File: src/rtl/datapath_pkg.sv
// Shared definitions for the 5-stage MIPS datapath: NOP encoding,
// fetch-stage state encoding, PC increment and a saturating counter helper.
package datapath_pkg;

  localparam logic [31:0] NOP_INSTR = 32'h0000_0000;
  localparam logic [31:0] PC_INC    = 32'd4;

  typedef enum logic [1:0] {
    FILL  = 2'd0,
    RUN   = 2'd1,
    STALL = 2'd2
  } fetch_state_e;

  // Increment that sticks at all-ones instead of wrapping back to zero.
  function automatic logic [31:0] sat_inc(input logic [31:0] value);
    return (value == 32'hFFFF_FFFF) ? value : value + 32'd1;
  endfunction

endpackage

File: src/rtl/pc_register.sv
// 32-bit program counter register with synchronous reset to RESET_PC
// and a load enable; the fetch stage clears load_en to hold the PC.
module pc_register #(
  parameter logic [31:0] RESET_PC = 32'h0000_0000
) (
  input  logic        clk,
  input  logic        reset,
  input  logic        load_en,
  input  logic [31:0] pc_d,
  output logic [31:0] pc_q
);

  // PC update: reset wins, otherwise load the next PC when enabled.
  always_ff @(posedge clk) begin
    if (reset) begin
      pc_q <= RESET_PC;
    end else if (load_en) begin
      pc_q <= pc_d;
    end
  end

endmodule

File: src/rtl/instruction_fetch_stage.sv
// Fetch stage and IF/ID pipeline register. Owns the fill/run/stall FSM,
// applies ID-resolved redirects with a one-bubble squash, and keeps
// saturating stall/squash statistics plus a sticky stall-timeout flag.
module instruction_fetch_stage
  import datapath_pkg::*;
#(
  parameter logic [31:0] RESET_PC  = 32'h0000_0000,
  parameter int unsigned MAX_STALL = 16
) (
  input  logic        Clk,
  input  logic        Reset,
  input  logic        Flush,
  input  logic        Jump,
  input  logic [31:0] JumpTarget,
  input  logic        BranchTaken,
  input  logic [31:0] BranchTarget,
  output logic [31:0] IMemAddr,
  input  logic [31:0] IMemRdData,
  output logic [31:0] IF_ID_Instruction,
  output logic [31:0] IF_ID_PCPlus4,
  output logic        IF_ID_Valid,
  output logic [31:0] StallCount,
  output logic [31:0] SquashCount,
  output logic        StallTimeout
);

  fetch_state_e state_q, state_d;
  logic [31:0]  pc_q, pc_d, pc_plus4;
  logic         pc_load;
  logic [31:0]  instr_q, instr_d;
  logic [31:0]  pcplus4_q, pcplus4_d;
  logic         valid_q, valid_d;
  logic [31:0]  stall_count_q, stall_count_d;
  logic [31:0]  squash_count_q, squash_count_d;
  logic [31:0]  stall_run_q, stall_run_d;
  logic         timeout_q, timeout_d;

  pc_register #(
    .RESET_PC(RESET_PC)
  ) u_pc_register (
    .clk    (Clk),
    .reset  (Reset),
    .load_en(pc_load),
    .pc_d   (pc_d),
    .pc_q   (pc_q)
  );

  assign pc_plus4 = pc_q + PC_INC;

  // Next-state logic: FILL always fetches sequentially; otherwise
  // Flush beats Jump, which beats BranchTaken, which beats sequential fetch.
  always_comb begin
    state_d        = state_q;
    pc_d           = pc_q;
    pc_load        = 1'b1;
    instr_d        = instr_q;
    pcplus4_d      = pcplus4_q;
    valid_d        = valid_q;
    stall_count_d  = stall_count_q;
    squash_count_d = squash_count_q;
    stall_run_d    = stall_run_q;
    timeout_d      = timeout_q;

    case (state_q)
      FILL: begin
        instr_d     = IMemRdData;
        pcplus4_d   = pc_plus4;
        valid_d     = 1'b1;
        pc_d        = pc_plus4;
        stall_run_d = 32'd0;
        state_d     = RUN;
      end
      default: begin
        if (Flush) begin
          pc_load       = 1'b0;
          stall_count_d = sat_inc(stall_count_q);
          stall_run_d   = sat_inc(stall_run_q);
          timeout_d     = timeout_q | (stall_run_d > MAX_STALL);
          state_d       = STALL;
        end else if (Jump || BranchTaken) begin
          pc_d           = Jump ? JumpTarget : BranchTarget;
          instr_d        = NOP_INSTR;
          pcplus4_d      = 32'd0;
          valid_d        = 1'b0;
          squash_count_d = sat_inc(squash_count_q);
          stall_run_d    = 32'd0;
          state_d        = RUN;
        end else begin
          instr_d     = IMemRdData;
          pcplus4_d   = pc_plus4;
          valid_d     = 1'b1;
          pc_d        = pc_plus4;
          stall_run_d = 32'd0;
          state_d     = RUN;
        end
      end
    endcase
  end

  // State, IF/ID and statistics registers; reset drops any pending redirect.
  always_ff @(posedge Clk) begin
    if (Reset) begin
      state_q        <= FILL;
      instr_q        <= NOP_INSTR;
      pcplus4_q      <= 32'd0;
      valid_q        <= 1'b0;
      stall_count_q  <= 32'd0;
      squash_count_q <= 32'd0;
      stall_run_q    <= 32'd0;
      timeout_q      <= 1'b0;
    end else begin
      state_q        <= state_d;
      instr_q        <= instr_d;
      pcplus4_q      <= pcplus4_d;
      valid_q        <= valid_d;
      stall_count_q  <= stall_count_d;
      squash_count_q <= squash_count_d;
      stall_run_q    <= stall_run_d;
      timeout_q      <= timeout_d;
    end
  end

  assign IMemAddr          = pc_q;
  assign IF_ID_Instruction = instr_q;
  assign IF_ID_PCPlus4     = pcplus4_q;
  assign IF_ID_Valid       = valid_q;
  assign StallCount        = stall_count_q;
  assign SquashCount       = squash_count_q;
  assign StallTimeout      = timeout_q;

endmodule

File: config.mk
export PLATFORM = sky130hd
export DESIGN_NAME = instruction_fetch_stage
export DESIGN_NICKNAME = d
export VERILOG_FILES = /design/src/rtl/datapath_pkg.sv /design/src/rtl/pc_register.sv /design/src/rtl/instruction_fetch_stage.sv
export SDC_FILE = /design/constraint.sdc
export NUM_CORES = 1
export LEC_CHECK = 0
export CORE_ASPECT_RATIO = 1.1
export CORE_MARGIN = 10
export CORE_UTILIZATION = 30
export CTS_CLUSTER_DIAMETER = 60
export DETAILED_ROUTE_END_ITERATION = 8
export PLACE_DENSITY_LB_ADDON = 0.15
export REMOVE_ABC_BUFFERS = 1
export SYNTH_ARGS = -nofsm -noshare
export SYNTH_HDL_FRONTEND = slang
export SYNTH_SLANG_ARGS = --single-unit
export TNS_END_PERCENT = 100
File: constraint.sdc
create_clock -name Clk -period 3.4 [get_ports Clk]
set_input_delay 0.68 -clock Clk [delete_from_list [all_inputs] [get_ports Clk]]
set_output_delay 0.68 -clock Clk [all_outputs]
set_load 0.02 [all_outputs]
* Word level (Yosys, flattened, before mapping)
Cells that the tools add are included.
Word-level totals: input bits 101, register bits after elaboration 196, output and inout bits 162, logic and storage cells 50
Operators by class: bitwise logic cells 5, $add $sub $neg 4, mux-type cells 18, magnitude comparators 1, reductions and logical operators 8, equal/unequal tests 4
Operator list (number):
- $mux W32 | 11
- $add A32 B1 Y32 const B | 3
- $eq A32 B32 Y1 const B | 3
- $add A32 B3 Y32 const B | 1
- $gt A32 B5 Y1 const B | 1
- $mux W1 | 6
- $not A1 Y1 | 4
- $reduce_and A2 Y1 | 2
- $reduce_and A4 Y1 | 1
- $reduce_and A3 Y1 | 1
- $reduce_or A3 Y1 | 1
- $logic_not A2 Y1 | 1
- $mux W2 | 1
- $ne A2 B1 Y1 const B | 1
- $reduce_or A2 Y1 | 1
- $logic_or A1 B1 Y1 | 1
- $or A1 B1 Y1 | 1

* Depth between registers and ports, before layout
depth after elaboration 4, mapped depth 10, mapped depth without buffers 8

* Hierarchy
From an unflattened synthesis, not the netlist that was laid out.
Unflattened totals: cell total of the unflattened synthesis 1147, area, all modules 9810.7 um^2
Modules (own cells, without submodules):
- instruction_fetch_stage | cells an instance 1044, instances 1, seq. area each 3283.1 um^2, area each 8647.0 um^2
- pc_register | cells an instance 103, instances 1, seq. area each 640.6 um^2, area each 1163.6 um^2

* Worst setup path before layout
Ideal clock, no wire load.
kind input port to flip-flop, start point in Jump, end point reg squash_count_q[27] (netlist: SquashCount[27]), buffers on the path 3, arrival time 2.647 ns, required time 3.330 ns, setup time 0.070 ns, cell stages on the path 9, setup slack 0.682 ns, cell sequence buf_4 -> nor2_1 -> or3_1 -> buf_4 -> a211oi_4 -> or4b_1 -> buf_2 -> or3_1 -> a21oi_1
Between the ends: longest elaborated chain between the ends 2
Ends and longest elaborated chain:
- start: declaration | RTL line instruction_fetch_stage.sv:13 | input logic Jump,
- $logic_or A1 B1 Y1 | RTL line instruction_fetch_stage.sv:80 | end else if (Jump || BranchTaken) begin
- $reduce_and A4 Y1 (no line)
- end signal: assignment | RTL line instruction_fetch_stage.sv:117 | squash_count_q <= squash_count_d;
- end: declaration | RTL line instruction_fetch_stage.sv:34 | logic [31:0] squash_count_q, squash_count_d;
Every way passes these cells. A chain may end at the register's enable or synchronous reset.

* Worst setup path in the final report
start point reg stall_run_q[2], end point reg timeout_q (netlist: StallTimeout)
Between the ends: longest elaborated chain between the ends 4, elaborated cells on any way between the ends 5, classes of those cells 1 x add/sub; 1 x order compare; 1 x eq/ne; 1 x mux; 1 x bitwise
Ends and longest elaborated chain:
- start: declaration | RTL line instruction_fetch_stage.sv:35 | logic [31:0] stall_run_q, stall_run_d;
- start signal: assignment | RTL line instruction_fetch_stage.sv:118 | stall_run_q <= stall_run_d;
- $add A32 B1 Y32 / $eq A32 B32 Y1 (equally long branches) | RTL line datapath_pkg.sv:16 | return (value == 32'hFFFF_FFFF) ? value : value + 32'd1;
- $mux W32 (*) | RTL line datapath_pkg.sv:16
- $gt A32 B5 Y1 (*) | RTL line instruction_fetch_stage.sv:78 | timeout_d = timeout_q | (stall_run_d > MAX_STALL);
- $or A1 B1 Y1 (*) | RTL line instruction_fetch_stage.sv:78
- end signal: assignment | RTL line instruction_fetch_stage.sv:119 | timeout_q <= timeout_d;
- end: declaration | RTL line instruction_fetch_stage.sv:36 | logic timeout_q, timeout_d;
Mark *: on every way between the ends. The rest lies on a longest branch, timed or not.

==> tab_implementation.tex <==
\begin{tabular}{lr}
\hline
Metric & Value \\
\hline
\multicolumn{2}{l}{\textbf{Outcome}} \\
\quad Result of the run & complete, no violations \\
\multicolumn{2}{l}{\textbf{Clock tree}} \\
\quad CTS tree & done \\
\quad Clock input transition at the sequential cells of the worst setup and hold paths & 80 ps \\
\quad PostCTS Resize Cnt & 0 \\
\quad Clock latency at the later pin of the worst-skew pair & 430 ps \\
\quad Number of sinks handled by clock tree synthesis & 196 \\
\quad Number of post-CTS setup repair buffers & 0 \\
\quad Post-CTS Hold Fix Bufs & 0 \\
\quad Number of buffers created by CTS & 17 \\
\quad Clock root buffer & clkbuf\_16 \\
\quad H-tree depth & 4 \\
\quad Maximum root-to-sink buffer count & 2 \\
\multicolumn{2}{l}{\textbf{Timing}} \\
\quad Setup violations, final & 0 \\
\quad Final worst path period need & 2860 ps \\
\quad Worst max-slew margin expressed relative to the limit & 29.8\% \\
\quad Number of hold violations in the final report & 0 \\
\quad Maximum clock skew at final layout & 12.6 ps \\
\quad Max-slew violations & 0 \\
\quad F\_max & 349 MHz \\
\quad Setup repair after global routing missed its margin & no \\
\quad Slew at the pin closest to its max-slew limit & 1050 ps \\
\quad Ratio of final minimum period to clock period & 84.2\% \\
\quad Worst hold-check slack & 447 ps \\
\quad Total Neg Setup Slack & 0 ps \\
\multicolumn{2}{l}{\textbf{Route}} \\
\quad Residual DRC count & 0 \\
\quad Post-DR wirelength/cell & roughly 18 um \\
\quad Antenna-violating nets left & 0 \\
\quad Post-detailed-routing wire length & slightly above 30000 um \\
\quad Number of design-rule violations left by the first detailed-router iteration & 491 \\
\quad Post-detailed-route via-to-cell ratio & 4.91 \\
\quad Detailed-router iteration count before antenna repair & 5 \\
\quad Vias & approximately 8400 \\
\multicolumn{2}{l}{\textbf{Floorplanning}} \\
\quad Ports placed on the boundary & 263 \\
\quad X dimension of the die & 186 um \\
\quad Row count & 66 \\
\quad Floorplan die height & 203 um \\
\quad Full die area & 37800 sq um \\
\quad Core box area & 29800 sq um \\
\quad Initial standard-cell utilization of the core & 30.6\% \\
\multicolumn{2}{l}{\textbf{GRT}} \\
\quad First-pass GRT wire length & 47000 um \\
\quad Number of antenna violations at the first check in global routing & 0 \\
\quad GR Overflow Total & 0 \\
\quad Largest net degree at the start of global routing & 108 \\
\quad Total track usage & 15.7\% \\
\quad Number of global-route vias before repair & $\sim$8000 \\
\multicolumn{2}{l}{\textbf{Logic synthesis}} \\
\quad Count of cell types in the netlist & 58 \\
\quad YS warnings & 0 \\
\quad Fraction of registers with async set or reset after synthesis & 0\% \\
\quad \#FFs+latches synth & 196 \\
\quad Seq/Total Area, Yosys & a little over two fifths \\
\quad Number of cells produced by synthesis & 1055 \\
\quad Leading register cell type out of synthesis & dfxtp\_1 \\
\quad Post-synthesis instance area & between 9000 and 10000 sq um \\
\quad EDFF count, synth & 0 \\
\quad Post-synthesis average cell area & 8.64 sq um \\
\multicolumn{2}{l}{\textbf{Worst setup path}} \\
\quad Data required time at the worst endpoint & 3700 ps \\
\quad Element type at the critical path start & flop \\
\quad Kind of end point of the critical path & flop \\
\quad Highest net fanout along the worst path & 8 \\
\quad Data arrival, critical path & roughly 3200 ps \\
\quad Type of the setup path with the least slack & flop to flop \\
\multicolumn{2}{l}{\textbf{Pwr}} \\
\quad Max IR drop VDD & roughly 300 uV \\
\quad Pwr Density & 406 nW/um\^{}2 \\
\quad Clock network fraction of total power & 40.9\% \\
\quad Fraction of power spent switching nets & 25.2\% \\
\quad Relative contribution of sequential cells to total power & 46.7\% \\
\quad Static leakage & 4.37 nW \\
\quad Total power draw & about 5.2 mW \\
\quad Fraction of power consumed by combinational cells & 12.5\% \\
\quad Total internal power & 3.88 mW \\
\quad Sw power & 1.31 mW \\
\multicolumn{2}{l}{\textbf{Cells and area}} \\
\quad Fraction of final layout cells sized beyond drive strength 1 & between 6 and 7\% \\
\quad Fill cell instance count of the final layout & 2969 \\
\quad Area growth from synthesis to layout & 40.4\% \\
\quad ANT cells & 0 \\
\quad Utilization after layout & 42.9\% \\
\quad Final net count & $\sim$1400 \\
\multicolumn{2}{l}{\textbf{Min path}} \\
\quad Worst min-delay path class & flop to flop \\
\multicolumn{2}{l}{\textbf{Placement}} \\
\quad DP Wirelength & 22700 um \\
\quad \# port buffers & 262 \\
\quad Global placer's final weighted congestion & 0.792 \\
\multicolumn{2}{l}{\textbf{Flow run}} \\
\quad Max\_cap viols & 0 \\
\hline
\end{tabular}
[flip-flops by register name, indices dropped and copies added (netlist names)]
register	cells
IF_ID_PCPlus4	32
IF_ID_Valid	1
state_q	2
IF_ID_Instruction	32
StallTimeout	1
stall_run_q	32
StallCount	32
SquashCount	32
u_pc_register.pc_q	32
[kinds of logic (layout without fill, tap and decap cells)]
| group | Yosys count | after routing | synth area share [%] |
|---|---|---|---|
| simple gates | 446 | 446 | 24.2 |
| flops | 196 | 196 | 43.0 |
| compound gates | 180 | 180 | 13.7 |
| xor+xnor | 115 | 115 | 11.0 |
| buf+inv | 78 | 327 | 3.32 |
| mux | 36 | 36 | 4.17 |
| fa+ha+maj | 4 | 4 | 0.549 |
[power groups by stage]
stage / registers, mW / clock network [mW] / logic (mW)
after global routing: 2.43 / 2.28 / 0.698
after global placement: 2.47 / 0 / 0.659
after CTS: 2.42 / 2.19 / 0.662
final: 2.42 / 2.12 / 0.648
after detailed placement: 2.48 / 0 / 0.658
after floorplan: 2.55 / 0 / 0.182
[critical path, stage by stage (launching register included)]
cell and delay (ps):
dfxtp_1 480, nand3_1 290, nor4_2 550, nand4_1 340, a2111oi_0 460, nor2_1 90
nor4_1 390, a31oi_1 130
[cells in the final DEF, fill, tap and decap left out, types with 3 or more instances in the layout]
cell,synthesis,final
nor3b_1,4,4
clkdlybuf4s50_1,0,260
nor2_1,157,156
or3_1,24,24
mux2_2,16,16
and3_1,17,17
and4_1,19,19
mux2i_1,20,20
and2_1,10,10
nand3_1,56,56
clkinvlp_4,0,3
ha_1,4,4
nor3_1,21,20
o22ai_1,6,6
a221oi_1,8,8
bufinv_16,0,3
nand2b_1,3,3
xnor2_1,59,59
clkbuf_16,0,17
dfxtp_1,196,196
a211oi_1,3,3
nor2b_1,4,3
buf_4,2,19
a22o_1,41,41
inv_1,15,14
nand4_1,34,34
o21ai_0,38,38
a21oi_1,49,49
inv_6,0,3
nand2_1,73,73
xor2_1,56,56
a222oi_1,7,7
nor4_1,12,12
or2_2,4,4
[metrics by stage]
step           worst slack, ps  instances  instance area [sq um]
2_1_floorplan              197        992                   8870
3_3_place_gp               318       1682                  12200
3_5_place_dp               281       1682                  12200
4_1_cts                    513       1712                  12800
5_1_grt                    143       1712                  12800
6_report                   538       1712                  12800
[layer usage]
layer	global-route usage, %	vias to the layer above	share of wire, %
li1	-	4232	-
met4	3.80	0	1.1
met2	25.4	221	46
met5	0	-	0
met3	5.73	18	8.8
met1	19.2	3931	44
[path summary, 6_finish.rpt]
check / depth (start not counted) / to / slack [ps] / start
hold / removal: 2 / IF_ID_Valid / 450 / IF_ID_Valid
hold reg to reg: 2 / IF_ID_Valid / 450 / IF_ID_Valid
setup / recovery: 7 / StallTimeout / 540 / stall_run_q[2]
setup reg to reg: 7 / StallTimeout / 540 / stall_run_q[2]
[cell type report]
type                    count  area [sq um]  share of cell area (%)
clock buffers              20           457                    3.57
clock inverters            10           148                    1.15
inverters                  15          56.3                   0.440
multi-input cells         781          4910                    38.4
flip-flops and latches    196          3920                    30.7
well taps                 408           510                    3.99
repair buffers            282          2790                    21.8
[cell usage after synthesis (all sizes together) (2+ instances only)]
library cell / number / share of area, %
o31a: 2 / 0.19
or4: 2 / 0.16
and2: 10 / 0.69
buf: 9 / 0.48
nand2b: 3 / 0.21
mux2: 16 / 2.0
a2111oi: 3 / 0.30
ha: 4 / 0.55
a22oi: 2 / 0.16
nor2b: 4 / 0.27
o32ai: 2 / 0.19
nor4: 14 / 1.1
nand3: 56 / 3.1
inv: 15 / 0.62
nand2: 73 / 3.0
o22ai: 6 / 0.41
nor3b: 4 / 0.33
o21ai: 38 / 2.1
mux2i: 20 / 2.2
o211ai: 2 / 0.16
dfxtp: 196 / 43
o31ai: 2 / 0.16
xnor2: 59 / 5.7
and3: 17 / 1.2
a222oi: 7 / 0.77
xor2: 56 / 5.4
nor4b: 2 / 0.26
and4: 19 / 1.8
a21oi: 49 / 2.7
o311ai: 2 / 0.19
a211oi: 5 / 0.60
a22o: 41 / 3.9
nor2: 157 / 6.5
or2: 4 / 0.27
a31oi: 3 / 0.27
a221oi: 8 / 0.77
or3: 24 / 1.6
nand4: 34 / 2.3
nor3: 22 / 1.3
clkbuf: 54 / 2.2
(Power assumes the default switching activity.)
